===== src/rtl/pipe_control.sv =====
// Pipeline interlock controller: stage occupancy, stall chain, update enables,
// operand forwarding selection and a saturating decode-stall counter.
module pipe_control #(
    parameter int STAGES = 5,
    parameter int AW     = 5,
    localparam int NSRC  = STAGES - 2,
    localparam int SW    = $clog2(NSRC + 1)
) (
    input  logic                 clk,
    input  logic                 rst,
    input  logic [AW-1:0]        rs,
    input  logic [AW-1:0]        rt,
    input  logic                 rs_used,
    input  logic                 rt_used,
    input  logic [NSRC*AW-1:0]   src_cad,
    input  logic [NSRC-1:0]      src_we,
    input  logic [NSRC-1:0]      src_rdy,
    input  logic [STAGES-1:0]    ext_haz,
    input  logic                 flush,
    output logic [STAGES-1:0]    full,
    output logic [STAGES-1:0]    ue,
    output logic [SW-1:0]        fwd_a,
    output logic [SW-1:0]        fwd_b,
    output logic [15:0]          stall_cnt
);

    logic [STAGES-1:0] full_q, full_d;
    logic [STAGES-1:0] haz, stall;
    logic [SW-1:0]     sel_a, sel_b;
    logic              hit_a, hit_b, rdy_a, rdy_b, dhaz;
    logic [15:0]       stall_cnt_q;

    // Descending scan so the lowest-index matching source wins.
    always_comb begin
        sel_a = '0;
        sel_b = '0;
        hit_a = 1'b0;
        hit_b = 1'b0;
        rdy_a = 1'b1;
        rdy_b = 1'b1;
        for (int j = NSRC - 1; j >= 0; j--) begin
            if (full_q[j+2] && src_we[j]) begin
                if (rs_used && rs != '0 && src_cad[j*AW +: AW] == rs) begin
                    sel_a = SW'(j + 1);
                    hit_a = 1'b1;
                    rdy_a = src_rdy[j];
                end
                if (rt_used && rt != '0 && src_cad[j*AW +: AW] == rt) begin
                    sel_b = SW'(j + 1);
                    hit_b = 1'b1;
                    rdy_b = src_rdy[j];
                end
            end
        end
        dhaz = (hit_a & ~rdy_a) | (hit_b & ~rdy_b);
    end

    always_comb begin
        haz    = ext_haz;
        haz[1] = ext_haz[1] | dhaz;
        stall  = '0;
        stall[STAGES-1] = full_q[STAGES-1] & haz[STAGES-1];
        for (int i = STAGES - 2; i >= 0; i--) begin
            stall[i] = (haz[i] | stall[i+1]) & full_q[i];
        end
    end

    always_comb begin
        ue    = rst ? (full_q & ~stall) : '0;
        ue[1] = ue[1] & ~flush;
        fwd_a = rst ? sel_a : '0;
        fwd_b = rst ? sel_b : '0;
    end

    always_comb begin
        full_d    = full_q;
        full_d[0] = 1'b1;
        for (int i = 1; i < STAGES; i++) begin
            full_d[i] = ue[i-1] | stall[i];
        end
        if (flush) begin
            full_d[1] = 1'b0;
        end
    end

    always_ff @(posedge clk) begin
        if (!rst) begin
            full_q      <= {{(STAGES-1){1'b0}}, 1'b1};
            stall_cnt_q <= 16'd0;
        end else begin
            full_q <= full_d;
            if (stall[1] && stall_cnt_q != 16'hFFFF) begin
                stall_cnt_q <= stall_cnt_q + 16'd1;
            end
        end
    end

    assign full      = full_q;
    assign stall_cnt = stall_cnt_q;

endmodule

===== config.mk =====
export PLATFORM = sky130hd
export DESIGN_NAME = pipe_control
export DESIGN_NICKNAME = d
export VERILOG_FILES = /design/src/rtl/pipe_control.sv
export SDC_FILE = /design/constraint.sdc
export NUM_CORES = 1
export LEC_CHECK = 0
export ABC_AREA = 0
export ABC_CLOCK_PERIOD_IN_PS = 4100
export CAP_MARGIN = 20
export CORE_MARGIN = 4
export CORE_UTILIZATION = 40
export DETAILED_ROUTE_END_ITERATION = 10
export GPL_TIMING_DRIVEN = 0
export HOLD_SLACK_MARGIN = 0.03
export PLACE_DENSITY = 0.84
export SYNTH_ARGS = -nofsm -noshare
export SYNTH_HDL_FRONTEND = slang
export SYNTH_SLANG_ARGS = --single-unit

===== constraint.sdc =====
create_clock -name clk -period 4.1 [get_ports clk]
set_input_delay 0.41 -clock clk [delete_from_list [all_inputs] [get_ports clk]]
set_output_delay 0.41 -clock clk [all_outputs]
set_load 0.005 [all_outputs]

==> out/summary.log <==
qor: worst_setup_path.worst_r2r_endpoint stall_cnt[15]$_SDFFE_PN0P_
qor: die.number_of_core_rows 22
qor: route.detail_route.iter0.violations 105
qor: finish.finalNonFillerCells 322
qor: placed_design.final_estimated_routing_congestion_in_global_placement 0.875
qor: grt.global_route.overflow_total 0
qor: sta.timing_hold_violations_final 0
qor: synthesis.mappedNetlistArea 0.00157 mm²
qor: worst_setup_path.worstSetupEndpoint ue[0]
qor: synthesis.yosysWarningCount 0
qor: route.vias_per_cell 5.50
qor: route.firstDrtPassIters 4
qor: synthesis.synth_most_common_cell sky130_fd_sc_hd__xnor2_1
qor: grt.grt_first_pass_wirelength 7370 µm
qor: die.initial_utilization 42.1%
qor: route.m1WireLength 2040 µm
qor: synthesis.synth_enable_flop_cells 0
qor: worst_setup_path.r2r_startpoint full[3]$_SDFF_PN0_
qor: cts.path_clk_slew 0.08 ns
qor: route.post_drt_wl_per_cell 14.4 µm
qor: synthesis.muxShareOfSynthArea 3.84%
qor: run_status.outcome complete, no violations
qor: power.finalPower 0.508 mW
qor: synthesis.postSynth.topFlopCell sky130_fd_sc_hd__dfxtp_1
qor: worst_setup_path.crit_start rs[1]
qor: route.routed.top_layer met4
qor: sta.timing.setup.tns 0 ns
qor: synthesis.adder_cell_share_of_the_synthesized_area 0.799%
qor: worst_setup_path.worst-r2r-setup-slack 1.53 ns
qor: finish.drive_above_1_share 6.57%
qor: sta.fin_crit_sh 94.5%
qor: route.drt-total-wl 4640 µm
qor: sta.unrepaired_setup_endpoints_after_global_routing no
qor: sta.count_of_endpoints_failing_setup_in_the_final_report 0
qor: placed_design.postPlaceCellArea 0.00231 mm²
qor: worst_setup_path.worst-r2r-cell-count 8
qor: die.floorplan.die.height 70.6 µm
qor: job.maxCapViolations 0
qor: synthesis.synth_seq_area_share 25.6%
qor: synthesis.mappedNetlistNets 242
qor: sta.min_period 3.87 ns
qor: cts.tritoncts.num_buffers 3
qor: finish.syn_to_final_growth 53.2%
qor: grt.initial_antenna_violation_count 0
qor: worst_hold_path.hold_class reg2reg
qor: power.peakVddDrop 0.131 mV
qor: synthesis.flip_flop_and_latch_count_after_synthesis 20
qor: finish.n_antenna_cell 0
qor: cts.cts.path.max_buffers 2
qor: finish.fillCellCount 332
qor: sta.fin_worst_skew 0.00170 ns
qor: synthesis.synth-compound-area-share 15.6%
qor: worst_setup_path.critPathRequiredTime 3.69 ns
qor: synthesis.synth_xor_xnor_area_share 16.8%
qor: synthesis.unique_masters_post_synth 40
qor: finish.final_net_count 317
qor: worst_setup_path.worstPathMaxFanout 10
qor: die.core_region_area 0.00372 mm²
qor: power.power_density 212 mW/mm²
qor: synthesis.top_post_synthesis_cells_by_count sky130_fd_sc_hd__xnor2_1 (26), sky130_fd_sc_hd__nand2_1 (25), sky130_fd_sc_hd__dfxtp_1 (20)
qor: synthesis.synth-simple-area-share 33.1%
qor: synthesis.synth.avg_cell_area 7.83 µm²
qor: synthesis.combinational_family_with_the_most_area_after_synthesis simple AND/OR/NAND/NOR gates
qor: worst_setup_path.criticalPathCategory in2out
qor: sta.max_slew_margin 63.5%
qor: cts.h_tree_lvls 1
qor: cts.buffer_type_at_the_clock_tree_root sky130_fd_sc_hd__clkbuf_8
qor: sta.max_freq 258 MHz
qor: route.sum_of_met2_wire_segment_lengths_after_detailed_routing 2230 µm
qor: synthesis.synthTopCellsByArea sky130_fd_sc_hd__dfxtp_1 (26%), sky130_fd_sc_hd__xnor2_1 (15%), sky130_fd_sc_hd__nand2_1 (6.0%)
qor: cts.clk_lat_worst_skew 0.26 ns
qor: grt.grt_max_degree 13
qor: die.die-area 0.00498 mm²
qor: finish.fin_area 0.00240 mm²
qor: route.via_count 1770
qor: synthesis.synth_top_area_share 25.6%
qor: synthesis.asyncSetResetFlopFracSynth 0%
qor: cts.tritoncts done
qor: sta.whs 0.477 ns
qor: grt.via_count_of_the_first_global_routing_pass 1719
qor: worst_setup_path.endpoint_kind output port
qor: sta.finalMaxSlewViolations 0
qor: die.die-width 70.6 µm
qor: sta.timing_worst_slew_pin_value 0.544 ns
qor: route.met3_wirelength 343 µm
qor: placed_design.hpwl_dp 3730 µm
qor: power.cell_leakage_power 0.779 nW
qor: synthesis.synth_largest_area_cell sky130_fd_sc_hd__dfxtp_1
qor: synthesis.syn-instance-count 200
qor: placed_design.io_buffers 68
qor: cts.cts.sink_count 20
qor: route.antenna_violating_nets_post_route 0
qor: grt.globalRouteTotalUtil 17.6%
qor: route.detail_route.drc_violations 0
qor: die.io_pins 71
qor: placed_design.dp_cells 316
qor: worst_setup_path.worstPathArrival 3.46 ns
qor: worst_setup_path.worst_setup_sp_type primary input
[worst min path at each step]
stage	from	to	slack (ns)	cells past startpoint
floorplan	stall_cnt[14]$_SDFFE_PN0P_	stall_cnt[14]$_SDFFE_PN0P_	0.46	2
CTS	stall_cnt[14]$_SDFFE_PN0P_	stall_cnt[14]$_SDFFE_PN0P_	0.48	2
finish	stall_cnt[14]$_SDFFE_PN0P_	stall_cnt[14]$_SDFFE_PN0P_	0.48	2
detailed placement	stall_cnt[14]$_SDFFE_PN0P_	stall_cnt[14]$_SDFFE_PN0P_	0.47	2
global placement	stall_cnt[14]$_SDFFE_PN0P_	stall_cnt[14]$_SDFFE_PN0P_	0.46	2
global route	stall_cnt[14]$_SDFFE_PN0P_	stall_cnt[14]$_SDFFE_PN0P_	0.50	2
[kinds of logic after synthesis]
kind of cell	Yosys count
AOI/OAI and AO/OA	35
xor gates and xnor gates	30
adders and majority gates	1
buffers and inverters	13
DFF	20
muxes	6
other	1
and+or+nand+nor	94
[placed cells by master (no fill, tap or decap), types with 2 or more instances in the layout]
master,n
sky130_fd_sc_hd__a21oi_1,11
sky130_fd_sc_hd__a31o_2,2
sky130_fd_sc_hd__and3_1,9
sky130_fd_sc_hd__buf_4,4
sky130_fd_sc_hd__clkbuf_1,5
sky130_fd_sc_hd__clkbuf_8,3
sky130_fd_sc_hd__clkdlybuf4s50_1,68
sky130_fd_sc_hd__dfxtp_1,20
sky130_fd_sc_hd__inv_1,5
sky130_fd_sc_hd__mux2i_1,6
sky130_fd_sc_hd__nand2_1,25
sky130_fd_sc_hd__nand2b_1,5
sky130_fd_sc_hd__nand3_1,11
sky130_fd_sc_hd__nand4_1,6
sky130_fd_sc_hd__nor2_1,9
sky130_fd_sc_hd__nor3_1,3
sky130_fd_sc_hd__nor4_1,5
sky130_fd_sc_hd__o21ai_0,5
sky130_fd_sc_hd__o21ai_2,2
sky130_fd_sc_hd__o21bai_1,2
sky130_fd_sc_hd__o31ai_1,5
sky130_fd_sc_hd__or3_1,4
sky130_fd_sc_hd__or4_1,9
sky130_fd_sc_hd__or4b_1,2
sky130_fd_sc_hd__xnor2_1,26
sky130_fd_sc_hd__xor2_1,4
[per-stage QoR]
| step | setup slack, ns | utilization (%) |
|---|---|---|
| 3_3_place_gp | 0.106 | 62.1 |
| 2_1_floorplan | 1.44 | - |
| 6_report | 0.226 | 64.5 |
| 3_5_place_dp | 0.0736 | 62.1 |
| 5_1_grt | 0.0971 | 64.5 |
| 4_1_cts | 0.0623 | 64.0 |
[report_power, final]
group / switching [mW] / internal (mW)
clock: 0.0682 / 0.130
combinational: 0.0487 / 0.0645
sequential: 0.00114 / 0.195
[per-layer routing]
metal / track usage (%) / up-vias
li1: - / 877
met1: 21.8 / 816
met2: 30.9 / 73
met3: 3.98 / 4
met4: 4.38 / 0
met5: 0 / -
[worst max-delay path, stage by stage]
cell and delay, ns:
sky130_fd_sc_hd__clkdlybuf4s50_1 0.51, sky130_fd_sc_hd__or4_1 0.57, sky130_fd_sc_hd__o21ai_2 0.19, sky130_fd_sc_hd__nor3_1 0.14, sky130_fd_sc_hd__nor2_1 0.11, sky130_fd_sc_hd__o221ai_1 0.21
sky130_fd_sc_hd__a211oi_4 0.31, sky130_fd_sc_hd__buf_6 0.19, sky130_fd_sc_hd__nand2b_1 0.12, sky130_fd_sc_hd__nor3b_2 0.17, sky130_fd_sc_hd__clkdlybuf4s50_1 0.52
[area by class of cell]
type,instances,area [µm²],share of cell area (%)
multi-input combinational,167,1110,46.2
timing repair buffer,70,696,29.0
sequential,20,400,16.7
tap,48,60.1,2.50
buffer,8,45.0,1.88
clock buffer,3,41.3,1.72
clock inverter,1,30.0,1.25
inverter,5,18.8,0.782
[registers in the layout, indices dropped and copies added, names as in the netlist]
register   cells
stall_cnt     16
full           4
[repair_timing]
action | 4_1_cts | 5_1_grt
gates resized for setup | 0 | 1
endpoints found under the setup margin | 0 | 2
hold buffers | 0 | 0
buffers inserted | 0 | 2
Note: power is estimated with default switching activity, not from simulation.
